===== src/rtl/acp_pkg.sv =====
// Shared widths and the mixer sequencing state enum for the audio channel path.
package acp_pkg;
  localparam int WAVE_W = 4;
  localparam int VOL_W  = 2;
  localparam int MIX_W  = 8;

  typedef enum logic [1:0] {
    IDLE,
    ACC,
    SCALE,
    OUT
  } mix_state_t;
endpackage


===== src/rtl/acp_mixer_pwm_dac.sv =====
// 1-bit PWM DAC: free-running counter, duty reloaded only on wrap, registered compare.
module pwm_dac
  import acp_pkg::*;
#(
  parameter int W = MIX_W
) (
  input  logic         clk50mhz,
  input  logic         rst,
  input  logic [W-1:0] level,
  output logic         pwm_out
);

  logic [W-1:0] pwm_cnt;
  logic [W-1:0] duty;

  always_ff @(posedge clk50mhz or posedge rst) begin
    if (rst) begin
      pwm_cnt <= '0;
      duty    <= '0;
      pwm_out <= 1'b0;
    end else begin
      pwm_cnt <= pwm_cnt + W'(1);
      // Reload only at the 255->0 wrap so a period never sees two duty values
      if (pwm_cnt == '1) duty <= level;
      pwm_out <= (pwm_cnt < duty);
    end
  end

endmodule


===== src/rtl/acp_mixer.sv =====
// Channel mixer: sample-rate divider, wave synchronizers, sequential weighted sum, PWM out.
// state | meaning
// IDLE  | wait for sample_tick, then snapshot inputs
// ACC   | add one channel term per cycle
// SCALE | apply master gain and saturate into mix_out
// OUT   | mix_valid pulse
module acp_mixer
  import acp_pkg::*;
#(
  parameter int NUM_CH     = 4,
  parameter int SAMPLE_DIV = 1042,
  parameter int PWM_BITS   = 8
) (
  input  logic                     clk50mhz,
  input  logic                     rst,
  input  logic [WAVE_W*NUM_CH-1:0] ch_wave,
  input  logic [VOL_W*NUM_CH-1:0]  ch_vol,
  input  logic [NUM_CH-1:0]        ch_mute,
  input  logic [1:0]               master_vol,
  output logic                     sample_tick,
  output logic [MIX_W-1:0]         mix_out,
  output logic                     mix_valid,
  output logic                     clip,
  output logic                     pwm_out
);

  localparam int DIV_W  = $clog2(SAMPLE_DIV);
  localparam int IDX_W  = (NUM_CH > 1) ? $clog2(NUM_CH) : 1;
  localparam int TERM_W = WAVE_W + VOL_W;
  localparam int SCL_W  = MIX_W + 2;

  logic [DIV_W-1:0]         div_cnt;
  logic [WAVE_W*NUM_CH-1:0] wave_meta, wave_sync, wave_snap;
  logic [VOL_W*NUM_CH-1:0]  vol_snap;
  logic [NUM_CH-1:0]        mute_snap;
  logic [1:0]               master_snap;
  logic [MIX_W-1:0]         acc;
  logic [IDX_W-1:0]         ch_idx;
  logic [WAVE_W-1:0]        cur_wave;
  logic [VOL_W-1:0]         cur_vol;
  logic [TERM_W-1:0]        term;
  logic [SCL_W-1:0]         prod, scaled;
  logic                     sat;
  mix_state_t               state, state_nx;
  logic                     snap_en, acc_en, out_en;

  always_ff @(posedge clk50mhz or posedge rst) begin
    if (rst) begin
      div_cnt <= '0;
    end else if (div_cnt == DIV_W'(SAMPLE_DIV - 1)) begin
      div_cnt <= '0;
    end else begin
      div_cnt <= div_cnt + DIV_W'(1);
    end
  end

  assign sample_tick = (div_cnt == DIV_W'(SAMPLE_DIV - 1));

  always_comb begin
    cur_wave = wave_snap[ch_idx*WAVE_W +: WAVE_W];
    cur_vol  = vol_snap[ch_idx*VOL_W +: VOL_W];
    term     = mute_snap[ch_idx] ? '0 : TERM_W'(cur_wave) * TERM_W'(cur_vol);
  end

  // Gain is master_vol+1 in halves: 0.5x .. 2x
  assign prod   = SCL_W'(acc) * SCL_W'({1'b0, master_snap} + 3'd1);
  assign scaled = prod >> 1;
  assign sat    = |scaled[SCL_W-1:MIX_W];

  always_comb begin
    state_nx  = state;
    snap_en   = 1'b0;
    acc_en    = 1'b0;
    out_en    = 1'b0;
    mix_valid = 1'b0;
    case (state)
      IDLE: begin
        if (sample_tick) begin
          snap_en  = 1'b1;
          state_nx = ACC;
        end
      end
      ACC: begin
        acc_en = 1'b1;
        if (ch_idx == IDX_W'(NUM_CH - 1)) state_nx = SCALE;
      end
      SCALE: begin
        out_en   = 1'b1;
        state_nx = OUT;
      end
      OUT: begin
        mix_valid = 1'b1;
        state_nx  = IDLE;
      end
      default: state_nx = IDLE;
    endcase
  end

  always_ff @(posedge clk50mhz or posedge rst) begin
    if (rst) begin
      state       <= IDLE;
      wave_meta   <= '0;
      wave_sync   <= '0;
      wave_snap   <= '0;
      vol_snap    <= '0;
      mute_snap   <= '0;
      master_snap <= '0;
      acc         <= '0;
      ch_idx      <= '0;
      mix_out     <= '0;
      clip        <= 1'b0;
    end else begin
      state     <= state_nx;
      wave_meta <= ch_wave;
      wave_sync <= wave_meta;
      if (snap_en) begin
        wave_snap   <= wave_sync;
        vol_snap    <= ch_vol;
        mute_snap   <= ch_mute;
        master_snap <= master_vol;
        acc         <= '0;
        ch_idx      <= '0;
      end
      if (acc_en) begin
        acc    <= acc + MIX_W'(term);
        ch_idx <= ch_idx + IDX_W'(1);
      end
      if (out_en) begin
        mix_out <= sat ? '1 : scaled[MIX_W-1:0];
        clip    <= sat;
      end
    end
  end

  pwm_dac #(.W(PWM_BITS)) u_pwm_dac (
    .clk50mhz (clk50mhz),
    .rst      (rst),
    .level    (mix_out),
    .pwm_out  (pwm_out)
  );

endmodule


===== config.mk =====
export PLATFORM = sky130hd
export DESIGN_NAME = acp_mixer
export DESIGN_NICKNAME = d
export VERILOG_FILES = /design/src/rtl/acp_pkg.sv /design/src/rtl/acp_mixer_pwm_dac.sv /design/src/rtl/acp_mixer.sv
export SDC_FILE = /design/constraint.sdc
export NUM_CORES = 1
export LEC_CHECK = 0
export ABC_AREA = 1
export CORE_ASPECT_RATIO = 1.2
export CORE_MARGIN = 4
export CORE_UTILIZATION = 45
export DETAILED_ROUTE_END_ITERATION = 8
export GPL_TIMING_DRIVEN = 0
export PLACE_DENSITY = 0.74
export SETUP_SLACK_MARGIN = 0.3
export SYNTH_ARGS = -nofsm -noshare
export SYNTH_HDL_FRONTEND = slang
export SYNTH_SLANG_ARGS = --single-unit

===== constraint.sdc =====
create_clock -name clk50mhz -period 5.9 [get_ports clk50mhz]
set_input_delay 0.59 -clock clk50mhz [delete_from_list [all_inputs] [get_ports clk50mhz]]
set_output_delay 0.59 -clock clk50mhz [all_outputs]
set_load 0.1 [all_outputs]

==> metrics.cfg <==
[yosys]
synth_top_area_share_pct=50.1
synth_xor_area_share_pct=2.69
syn_area_mm2=0.00555
yosysTopAreaCell=dfrtp_1
synthTopCellsByCount=191 x nand2_1, 111 x dfrtp_1, 66 x inv_1
synth_compound_area_share_pct=5.57
syn-mean-instance-area_um2=8.79
yosys.area_share.simple_pct=23.9
netlist_top_cells_area=dfrtp_1 50%, nand2_1 13%, ha_1 7.9%
syn_inst=631
synth_seq_cells=111
synth_top_family_by_area=simple AND/OR/NAND/NOR gates
synth_flop_cell=dfrtp_1
async_flop_share_pct=100
ys_warn_count=0
synthAdderAreaFrac_pct=11.1
synth_nets=707
synth_most_common_cell=nand2_1
yosysUniqueCellTypes=32
seq_area_frac_synth_pct=50.1
synth_edf_count=0
synthMuxAreaShare_pct=0

[routing]
drc=0
wl_per_cell_um=12.9
ant_nets=0
post_drt_via_cell_ratio=4.98
drt-pass1-iter-count=5
finalWirelength_mm=11.0
drtIter0Drc=175
dr_total_vias=4244

[pwr]
power_frac_seq_pct=55.0
combinationalPowerShare_pct=2.6
switching_share_pct=21.9
leakagePower_nw=3.36
power_density_mw_per_mm2=216
p_sw_mw=0.308
p_clk_share_pct=42.3
ir_worst_vdd_v=0.000160
p_int_mw=1.10

[final_layout]
diodes=0
n_fill_cell=1085
nNetsFinal=762
layout-drive-gt1-share_pct=5.64
multi_input_area_mm2=0.00240
area_delta_synth_final_pct=17.4
seq_area_mm2=0.00278

[timing]
min_period_over_period_pct=57.5
max_freq_mhz=295
setup_tns_ns=0
tightest_slew_ns=0.982
whs_ns=0.350
min_period_ns=3.39
hold_viol=0
slew_headroom_pct=34.3
rsz0062_at_grt=false
drv_slew=0
finalClockSkew_ns=0.00882
setup_viol=0

[clocking]
postCtsHoldBufs=0
clockBufferDepth=2
clkTransAtPathRegs_ns=0.07
clock_latency_ns=0.36
htree_levels=3
cts_root_buf=clkbuf_16
clock_sinks=111
cts_repair_resize_count=0
cts_tree=built
post_cts.repair.setup_buffers=0
cts_made_buffers=9

[die]
pin_count=44
design.core.area_mm2=0.0121
dieArea_mm2=0.0142
die_x_um=109
initial_core_util_pct=46.0
fp.dieH_um=130
rows=44

[setup_path]
critPathBufInv=3
crit_path_top_delay_cell=clkdlybuf4s50_1
crit_cells=6
cp_max_fo=10
critical_path_class=flop to output port
critPathLaunchType=flop
path_cells=inv_1 > ha_1 > nand3_1 > nor2_4 > buf_2 > clkdlybuf4s50_1
worstRegToRegCells=18
cp_top_family=buffers and inverters
worstPathRequired_ns=5.31
cp.arrival_ns=2.80
slowest_delay_ns=1.16
end_kind=output port

[placed_design]
dp_hpwl_mm=8.13
place.gp.congestion=0.947
port_buffers=43

[global_routing]
overflow=0
grt_pass1_vias=4303
grt_util_all_layers_pct=17.0
grt_pass1_wl_mm=19.3
grt_max_degree=60
antenna_found_initial=0

[min_path]
hp-class=flop to flop
hold_path_depth=0

[flow_run]
cap_violations=0

[status]
outcome=finished, final reports clean

## kinds of logic (layout without fill, tap and decap cells)
group	after synthesis	after routing
flip-flops	111	111
AND/OR/NAND/NOR	318	318
XOR/XNOR	17	17
buffers and inverters	87	147
AO/OA/AOI/OAI	54	54
adder cells (fa/ha/maj)	44	44
## layout by cell type (no fill, tap or decap), types with 2 or more instances in the layout
cell	instances
clkdlybuf4s50_1	43
nor2_1	47
nand2_2	2
xnor2_1	5
a32o_1	2
nand3b_1	3
clkbuf_16	9
xor2_1	12
or2_2	4
o211ai_1	4
o21ai_0	16
clkbuf_1	6
dfrtp_1	111
nand4_1	5
nand2_1	191
nor3_1	4
clkinv_4	2
buf_2	8
buf_6	3
inv_1	65
o22a_1	2
ha_1	35
buf_4	2
fa_1	9
a21oi_1	26
nand3_1	59
## layout make-up
type,count,share of cell area [%]
Sequential cell,111,42.7
Timing Repair Buffer,44,7.04
Clock inverter,6,0.942
Inverter,67,3.90
Buffer,20,1.77
Tap cell,161,3.10
Clock buffer,10,3.67
Multi-Input combinational cell,433,36.9
## stage by stage
step	utilization, %	setup WS [ns]	power, mW	instance area, um^2	std cells
4_1_cts	54.0	2.47	1.42	6510	852
5_1_grt	54.0	2.37	1.46	6510	852
3_3_place_gp	51.2	0.984	0.824	6180	835
2_1_floorplan	-	2.38	0.799	5550	631
3_5_place_dp	51.5	2.61	0.828	6210	836
6_report	54.0	2.51	1.41	6510	852
## per-layer routing
| metal | part of all wire, % | wire, um | track usage (%) | up-vias |
|---|---|---|---|---|
| met5 | 0 | 0 | 0 | - |
| met3 | 3.6 | 395 | 2.94 | 20 |
| li1 | - | - | - | 2112 |
| met1 | 42 | 4550 | 19.4 | 2025 |
| met2 | 52 | 5750 | 31.4 | 87 |
| met4 | 2.4 | 264 | 6.68 | 0 |
## registers in the layout, indices dropped and copies added (netlist names), 11 cells and up
signal and flops:
wave_meta 16, div_cnt 11, wave_snap 16, wave_sync 16
## path summary, 6_finish.rpt
| check | startpoint | to | slack (ns) |
|---|---|---|---|
| min in group asynchronous | rst | div_cnt[10]$_DFF_PP0_ | 0.69 |
| hold reg to reg | wave_meta[12]$_DFF_PP0_ | wave_sync[12]$_DFF_PP0_ | 0.35 |
| hold / removal | wave_meta[12]$_DFF_PP0_ | wave_sync[12]$_DFF_PP0_ | 0.35 |
| setup reg to reg | ch_idx[0]$_DFFE_PP0P_ | acc[6]$_DFFE_PP0P_ | 2.59 |
| max in group asynchronous | rst | wave_snap[5]$_DFFE_PP0P_ | 4.50 |
| setup / recovery | div_cnt[1]$_DFF_PP0_ | sample_tick | 2.51 |
## worst register-to-register path, delay by kind of cell, from the launching register on
kind | cells | cell delay [ns]
AO/OA/AOI/OAI | 2 | 0.37
flip-flops | 1 | 0.38
adder cells (fa/ha/maj) | 3 | 0.96
AND/OR/NAND/NOR | 9 | 0.96
buffers and inverters | 4 | 0.51
## power groups by stage
stage / Combinational [mW] / Sequential [mW] / Clock (mW)
floorplan: 0.0111 / 0.788 / 0
global placement: 0.0351 / 0.789 / 0
detailed placement: 0.0386 / 0.789 / 0
CTS: 0.0387 / 0.774 / 0.608
global route: 0.0417 / 0.775 / 0.644
finish: 0.0370 / 0.774 / 0.595
(Power assumes the default switching activity.)
